==> config.mk <==
export PLATFORM = sky130hd
export DESIGN_NAME = countdown_run_ctrl_flat
export DESIGN_NICKNAME = d
export VERILOG_FILES = /design/src/rtl/countdown_run_ctrl_if.sv /design/src/rtl/countdown_run_ctrl.sv /design/src/flat_wrapper.sv
export SDC_FILE = /design/constraint.sdc
export NUM_CORES = 1
export LEC_CHECK = 0
export ABC_AREA = 0
export CORE_MARGIN = 2
export CORE_UTILIZATION = 45
export CTS_CLUSTER_DIAMETER = 200
export CTS_CLUSTER_SIZE = 12
export DETAILED_ROUTE_END_ITERATION = 6
export GPL_TIMING_DRIVEN = 1
export PLACE_DENSITY_LB_ADDON = 0.05
export SLEW_MARGIN = 20
export SYNTH_ARGS = -nofsm -noshare
export SYNTH_HDL_FRONTEND = slang
export SYNTH_SLANG_ARGS = --single-unit
export TNS_END_PERCENT = 30
==> constraint.sdc <==
create_clock -name clk -period 3.2 [get_ports clk]
set_clock_uncertainty 0.15 [all_clocks]
set_input_delay 0.8 -clock clk [delete_from_list [all_inputs] [get_ports clk]]
set_output_delay 0.8 -clock clk [all_outputs]
set_load 0.01 [all_outputs]
==> src/rtl/countdown_run_ctrl_if.sv <==
// Command/status bundle between the countdown controller and its neighbours.
// The master side (time-set service, button logic, display) drives commands.
// The slave side (countdown_run_ctrl) returns the registered status.
interface countdown_run_ctrl_if;
    logic        load;
    logic [15:0] load_time;
    logic        start_stop;
    logic        clear;
    logic [15:0] time_out;
    logic [1:0]  state;
    logic        alarm;
    logic        done;
    logic        load_err;
    logic [3:0]  blank;

    modport master (
        output load, load_time, start_stop, clear,
        input  time_out, state, alarm, done, load_err, blank
    );

    modport slave (
        input  load, load_time, start_stop, clear,
        output time_out, state, alarm, done, load_err, blank
    );
endinterface

==> src/rtl/countdown_run_ctrl.sv <==
// MM:SS countdown sequencer. It takes a BCD time from the time-set service and
// counts it down once per CLK_HZ clocks. It handles start/pause/resume, clear,
// and an alarm phase that lasts ALARM_SEC seconds.
// Optional build macro ALARM_BLINK_EN: the display blank mask blinks at 1 Hz
// while in ALARM. Without the macro, blank is tied to 0000.
module countdown_run_ctrl #(
    parameter int CLK_HZ    = 100000000,
    parameter int ALARM_SEC = 5
) (
    input  logic                 clk,
    input  logic                 reset,
    countdown_run_ctrl_if.slave  bus
);
    localparam int              DIV_W   = (CLK_HZ > 1) ? $clog2(CLK_HZ) : 1;
    localparam logic [DIV_W-1:0] DIV_MAX = DIV_W'(CLK_HZ - 1);

    typedef enum logic [1:0] {
        IDLE  = 2'd0,
        RUN   = 2'd1,
        PAUSE = 2'd2,
        ALARM = 2'd3
    } state_t;

    state_t           st, st_nx;
    logic [DIV_W-1:0] div, div_nx, div_inc;
    logic [3:0]       asec, asec_nx;
    logic [15:0]      tm, tm_nx;
    logic             alarm_q, alarm_nx;
    logic             done_q, done_nx;
    logic             lerr_q, lerr_nx;
    logic             tick;

    // MM:SS digit ranges: tens digits 0..5, units digits 0..9.
    function automatic logic bcd_ok(input logic [15:0] v);
        return (v[15:12] <= 4'd5) && (v[11:8] <= 4'd9) &&
               (v[7:4]   <= 4'd5) && (v[3:0]  <= 4'd9);
    endfunction

    // One-second BCD decrement. A borrow ripples from the seconds units digit upward.
    function automatic logic [15:0] bcd_dec(input logic [15:0] v);
        logic [15:0] r;
        r = v;
        if (v[3:0] != 4'd0) begin
            r[3:0] = v[3:0] - 4'd1;
        end else begin
            r[3:0] = 4'd9;
            if (v[7:4] != 4'd0) begin
                r[7:4] = v[7:4] - 4'd1;
            end else begin
                r[7:4] = 4'd5;
                if (v[11:8] != 4'd0) begin
                    r[11:8] = v[11:8] - 4'd1;
                end else begin
                    r[11:8]  = 4'd9;
                    r[15:12] = v[15:12] - 4'd1;
                end
            end
        end
        return r;
    endfunction

    assign tick    = ((st == RUN) || (st == ALARM)) && (div == DIV_MAX);
    assign div_inc = tick ? '0 : div + 1'b1;

    // Next-state and next-output logic. Priority order: clear, then load, then start_stop, then tick.
    always_comb begin
        st_nx    = st;
        tm_nx    = tm;
        div_nx   = div;
        asec_nx  = asec;
        alarm_nx = alarm_q;
        done_nx  = 1'b0;
        lerr_nx  = 1'b0;

        if (bus.clear) begin
            st_nx    = IDLE;
            tm_nx    = 16'h0000;
            div_nx   = '0;
            alarm_nx = 1'b0;
        end else if (bus.load) begin
            if (bcd_ok(bus.load_time)) begin
                st_nx    = IDLE;
                tm_nx    = bus.load_time;
                div_nx   = '0;
                alarm_nx = 1'b0;
            end else begin
                // A rejected load freezes the whole cycle, including the divider.
                // This keeps the running second from being skipped.
                lerr_nx = 1'b1;
            end
        end else begin
            case (st)
                IDLE: begin
                    div_nx = '0;
                    if (bus.start_stop && (tm != 16'h0000)) st_nx = RUN;
                end
                RUN: begin
                    div_nx = div_inc;
                    if (bus.start_stop) begin
                        st_nx = PAUSE;
                        // A tick swallowed by the pause stays pending.
                        // It then fires on the first clock after resume.
                        if (tick) div_nx = div;
                    end else if (tick) begin
                        if (tm == 16'h0001) begin
                            tm_nx    = 16'h0000;
                            st_nx    = ALARM;
                            alarm_nx = 1'b1;
                            done_nx  = 1'b1;
                            div_nx   = '0;
                            asec_nx  = 4'd0;
                        end else begin
                            tm_nx = bcd_dec(tm);
                        end
                    end
                end
                PAUSE: begin
                    if (bus.start_stop) st_nx = RUN;
                end
                ALARM: begin
                    div_nx = div_inc;
                    if (bus.start_stop) begin
                        st_nx    = IDLE;
                        alarm_nx = 1'b0;
                        div_nx   = '0;
                    end else if (tick) begin
                        asec_nx = asec + 4'd1;
                        if (asec_nx == 4'(ALARM_SEC)) begin
                            st_nx    = IDLE;
                            alarm_nx = 1'b0;
                            div_nx   = '0;
                        end
                    end
                end
                default: st_nx = IDLE;
            endcase
        end
    end

    // State and output registers. Reset is asynchronous.
    always_ff @(posedge clk or posedge reset) begin
        if (reset) begin
            st      <= IDLE;
            tm      <= 16'h0000;
            div     <= '0;
            asec    <= 4'd0;
            alarm_q <= 1'b0;
            done_q  <= 1'b0;
            lerr_q  <= 1'b0;
        end else begin
            st      <= st_nx;
            tm      <= tm_nx;
            div     <= div_nx;
            asec    <= asec_nx;
            alarm_q <= alarm_nx;
            done_q  <= done_nx;
            lerr_q  <= lerr_nx;
        end
    end

`ifdef ALARM_BLINK_EN
    localparam int             HALF = (CLK_HZ / 2 > 1) ? CLK_HZ / 2 : 1;
    localparam int             HW   = (HALF > 1) ? $clog2(HALF) : 1;
    localparam logic [HW-1:0]  HMAX = HW'(HALF - 1);
    logic [HW-1:0] hc;
    logic [3:0]    blank_q;

    // Half-second blinker. The mask is all-blank on ALARM entry and clears as soon as ALARM is left.
    always_ff @(posedge clk or posedge reset) begin
        if (reset) begin
            hc      <= '0;
            blank_q <= 4'h0;
        end else if (st_nx != ALARM) begin
            hc      <= '0;
            blank_q <= 4'h0;
        end else if (st != ALARM) begin
            hc      <= '0;
            blank_q <= 4'hF;
        end else if (hc == HMAX) begin
            hc      <= '0;
            blank_q <= ~blank_q;
        end else begin
            hc      <= hc + 1'b1;
        end
    end

    assign bus.blank = blank_q;
`else
    assign bus.blank = 4'h0;
`endif

    assign bus.time_out = tm;
    assign bus.state    = st;
    assign bus.alarm    = alarm_q;
    assign bus.done     = done_q;
    assign bus.load_err = lerr_q;
endmodule

==> src/flat_wrapper.sv <==
// flat-port wrapper written by rule: the top's interface ports become plain ports
module countdown_run_ctrl_flat 
#(
    parameter int CLK_HZ    = 100000000,
    parameter int ALARM_SEC = 5
)
  (clk, reset, bus_load, bus_load_time, bus_start_stop, bus_clear, bus_time_out, bus_state, bus_alarm, bus_done, bus_load_err, bus_blank);
  countdown_run_ctrl_if bus_i ();
  input  logic clk;
  input  logic reset;
  input wire logic [$bits(bus_i.load)-1:0] bus_load;
  input wire logic [$bits(bus_i.load_time)-1:0] bus_load_time;
  input wire logic [$bits(bus_i.start_stop)-1:0] bus_start_stop;
  input wire logic [$bits(bus_i.clear)-1:0] bus_clear;
  output wire logic [$bits(bus_i.time_out)-1:0] bus_time_out;
  output wire logic [$bits(bus_i.state)-1:0] bus_state;
  output wire logic [$bits(bus_i.alarm)-1:0] bus_alarm;
  output wire logic [$bits(bus_i.done)-1:0] bus_done;
  output wire logic [$bits(bus_i.load_err)-1:0] bus_load_err;
  output wire logic [$bits(bus_i.blank)-1:0] bus_blank;
  assign bus_i.load = bus_load;
  assign bus_i.load_time = bus_load_time;
  assign bus_i.start_stop = bus_start_stop;
  assign bus_i.clear = bus_clear;
  assign bus_time_out = bus_i.time_out;
  assign bus_state = bus_i.state;
  assign bus_alarm = bus_i.alarm;
  assign bus_done = bus_i.done;
  assign bus_load_err = bus_i.load_err;
  assign bus_blank = bus_i.blank;
  countdown_run_ctrl #(.CLK_HZ(CLK_HZ), .ALARM_SEC(ALARM_SEC)) u_core (.clk(clk), .reset(reset), .bus(bus_i));
endmodule
==> reports/results.txt <==
Status: completed
FF-to-FF End: u_core.bus.time_out[7]$_DFFE_PP0P_
RSZ-0062 raised after global routing: no
Hpwl dp: 6703 µm
Worst-Margin Slew: 746.3 ps
Syn avg cell area: 8.899 µm²
Hold-fix buffers, CTS: 0
Tmin final: 2816 ps
Worst R2R Setup Slack: 420 ps
Maxcap violations: 0
Commonest non-fill, non-tap cell in the layout: dfrtp_1
Maximum clock path buffer count: 2
Hold_sp: u_core.div[7]$_DFFE_PP0P_
Most frequent cells in the layout: dfrtp_1 (52), nor2_1 (48), clkdlybuf4s50_1 (41)
Inst Count DP: 547
Final WS setup: 384.4 ps
Initial Utilization: 46.31%
Vias in the first global route: 2912
Worst skew pair latency: 320 ps
Clk sinks: 52
Final instance area: 0.004255 mm²
I/O pins: 46
TritonCTS clock tree: built
Hold Vio Cnt, Final: 0
Primary FF master, synth: dfrtp_1
Layout cells sized above 1: 11.48%
Vias/cell: 5.715
GRT overflow: 0
Postcts setup bufs: 0
Global Route Usage Sum: 21.71%
Crit end category: flop
FP Rows: 32
Worst Hold End: u_core.div[7]$_DFFE_PP0P_
Die Ht: 92.94 µm
Layout Nets: 487
Crit-path slowest cell: clkdlybuf4s50_1
Resize count post-CTS: 0
Worst-path clk slew: 100 ps
Crit path max fanout: 7
Gpl congestion: 0.8674
Critical path type: primary input to flop
Critical Path RT: 3250 ps
WL/cell: 16.13 µm
Cells along the critical path: clkdlybuf4s50_1 > a211oi_2 > and4_1 > a211oi_4 > nor4_4 > nor2_1 > a2111oi_1
Worst vdd ir: 0.1717 mV
Number of diodes: 0
Post-synth cell types: 69
Sequential share of the synthesized area: 36.56%
PwrDens: 364.5 mW/mm²
Pwr Total: 1.551 mW
Crit-path max cell delay: 480 ps
FMAX: 0.3552 GHz
Pin count of the biggest net entering global routing: 53
Final setup fails: 0
R2r worst-path depth: 8
EDFF count, synth: 0
Detailed Routing Iterations Pass 1: 4
Detailed-route DRC error count: 0
Leakage: 1.677 nW
Syn Std Cell Area: 0.003560 mm²
Worst Path Arrival: 2860 ps
Total length of routed wires: 8954 µm
First-pass GRT wire length: 14930 µm
Layout Cells excl Fill: 555
Cell Area, Placed: 0.004158 mm²
Synthesized instance count: 400
P&R area growth vs syn: 19.54%
Final ANT Viol Nets: 0
Hold Path Stages: 1
Layout Utilization: 55.35%
Initial DRC count: 166
Rel. slew slack: 50.08%
Path type of the worst min-delay path: flop to flop
Buffers added on ports: 41
FFs w/ async S/R, synth: 100.0%
Seq cells post-synth: 52
Die area: 0.008638 mm²
Antenna violations before repair: 0
Slew Limit Fails: 0
Setup WS pre-CTS: 76.56 ps
CTS buffer count: 5
Reg-to-reg startpoint: u_core.bus.time_out[4]$_DFFE_PP0P_
Via Count: 3172
Max H-tree Level: 2
Root Buffer: clkbuf_8
Yosys warns: 0
Fin crit share: 87.99%
Die X: 92.94 µm
Startpoint types: primary input
Hold slack final: 366.4 ps
Core area: 0.007687 mm²
Post-route setup TNS: 0 ps
## worst max-delay path, delay by kind of cell
kind / cells / cell delay [ps]
buffers and inverters: 1 / 480
AOI/OAI and AO/OA: 3 / 770
and+or+nand+nor: 3 / 800
## flip-flops by register name (all words and copies together) (netlist names)
signal / cells
u_core.div: 27
u_core.bus.time_out: 16
u_core.asec: 4
u_core.bus.state: 2
u_core.bus.alarm: 1
u_core.bus.done: 1
u_core.bus.load_err: 1
## synthesized netlist by cell type, types with 8 or more instances
cell	number	area share [%]
a21oi_1	22	3.1
buf_2	8	1.1
dfrtp_1	52	37
ha_1	14	4.9
inv_1	23	2.4
nand2_1	31	3.3
nand4_1	12	2.1
nor2_1	48	5.1
nor3_1	13	1.8
nor4_1	8	1.4
o21ai_0	28	3.9
o31ai_1	8	1.7
xnor2_1	10	2.5
## worst max-delay path by stage
stage	from	to	slack [ps]
final	bus_load_time[7]	u_core.div[24]$_DFFE_PP0P_	380
after global routing	bus_load_time[9]	u_core.div[24]$_DFFE_PP0P_	250
after CTS	bus_load_time[7]	u_core.div[24]$_DFFE_PP0P_	380
after detailed placement	bus_load_time[7]	u_core.div[24]$_DFFE_PP0P_	80
after global placement	bus_clear	u_core.asec[2]$_DFFE_PP0P_	150
after floorplan	bus_clear	u_core.asec[3]$_DFFE_PP0P_	620
## cell families after synthesis
family	after synthesis	synth area share (%)
AND/OR/NAND/NOR	175	28.72
buffers and inverters	41	5.413
XOR/XNOR	12	2.953
adder cells (fa/ha/maj)	14	4.921
AO/OA/AOI/OAI	104	21.02
flip-flops	52	36.56
multiplexers	1	0.3163
other	1	0.1053
## metal layers
layer	vias to the layer above	global-route usage [%]	wire [µm]
li1	1573	-	-
met1	1517	33.74	4600
met2	74	31.22	3835
met3	8	3.824	434
met4	0	4.779	83
met5	-	0	0
## report_power, final
part,internal (mW),total (mW),leakage (nW),switching (mW)
Combinational,0.192,0.408,0.942,0.216
Sequential,0.690,0.735,0.692,0.0449
Clock,0.176,0.408,0.0434,0.232
Total,1.06,1.55,1.68,0.493
## area by class of cell
class | count | area (µm²)
Fill cell | 731 | 3432
Multi-Input combinational cell | 310 | 2077
Sequential cell | 52 | 1301
Timing Repair Buffer | 60 | 565.5
Tap cell | 102 | 127.6
Inverter | 23 | 86.33
Clock buffer | 6 | 82.58
Clock inverter | 2 | 15.01
Note: power is estimated with default switching activity, not from simulation.
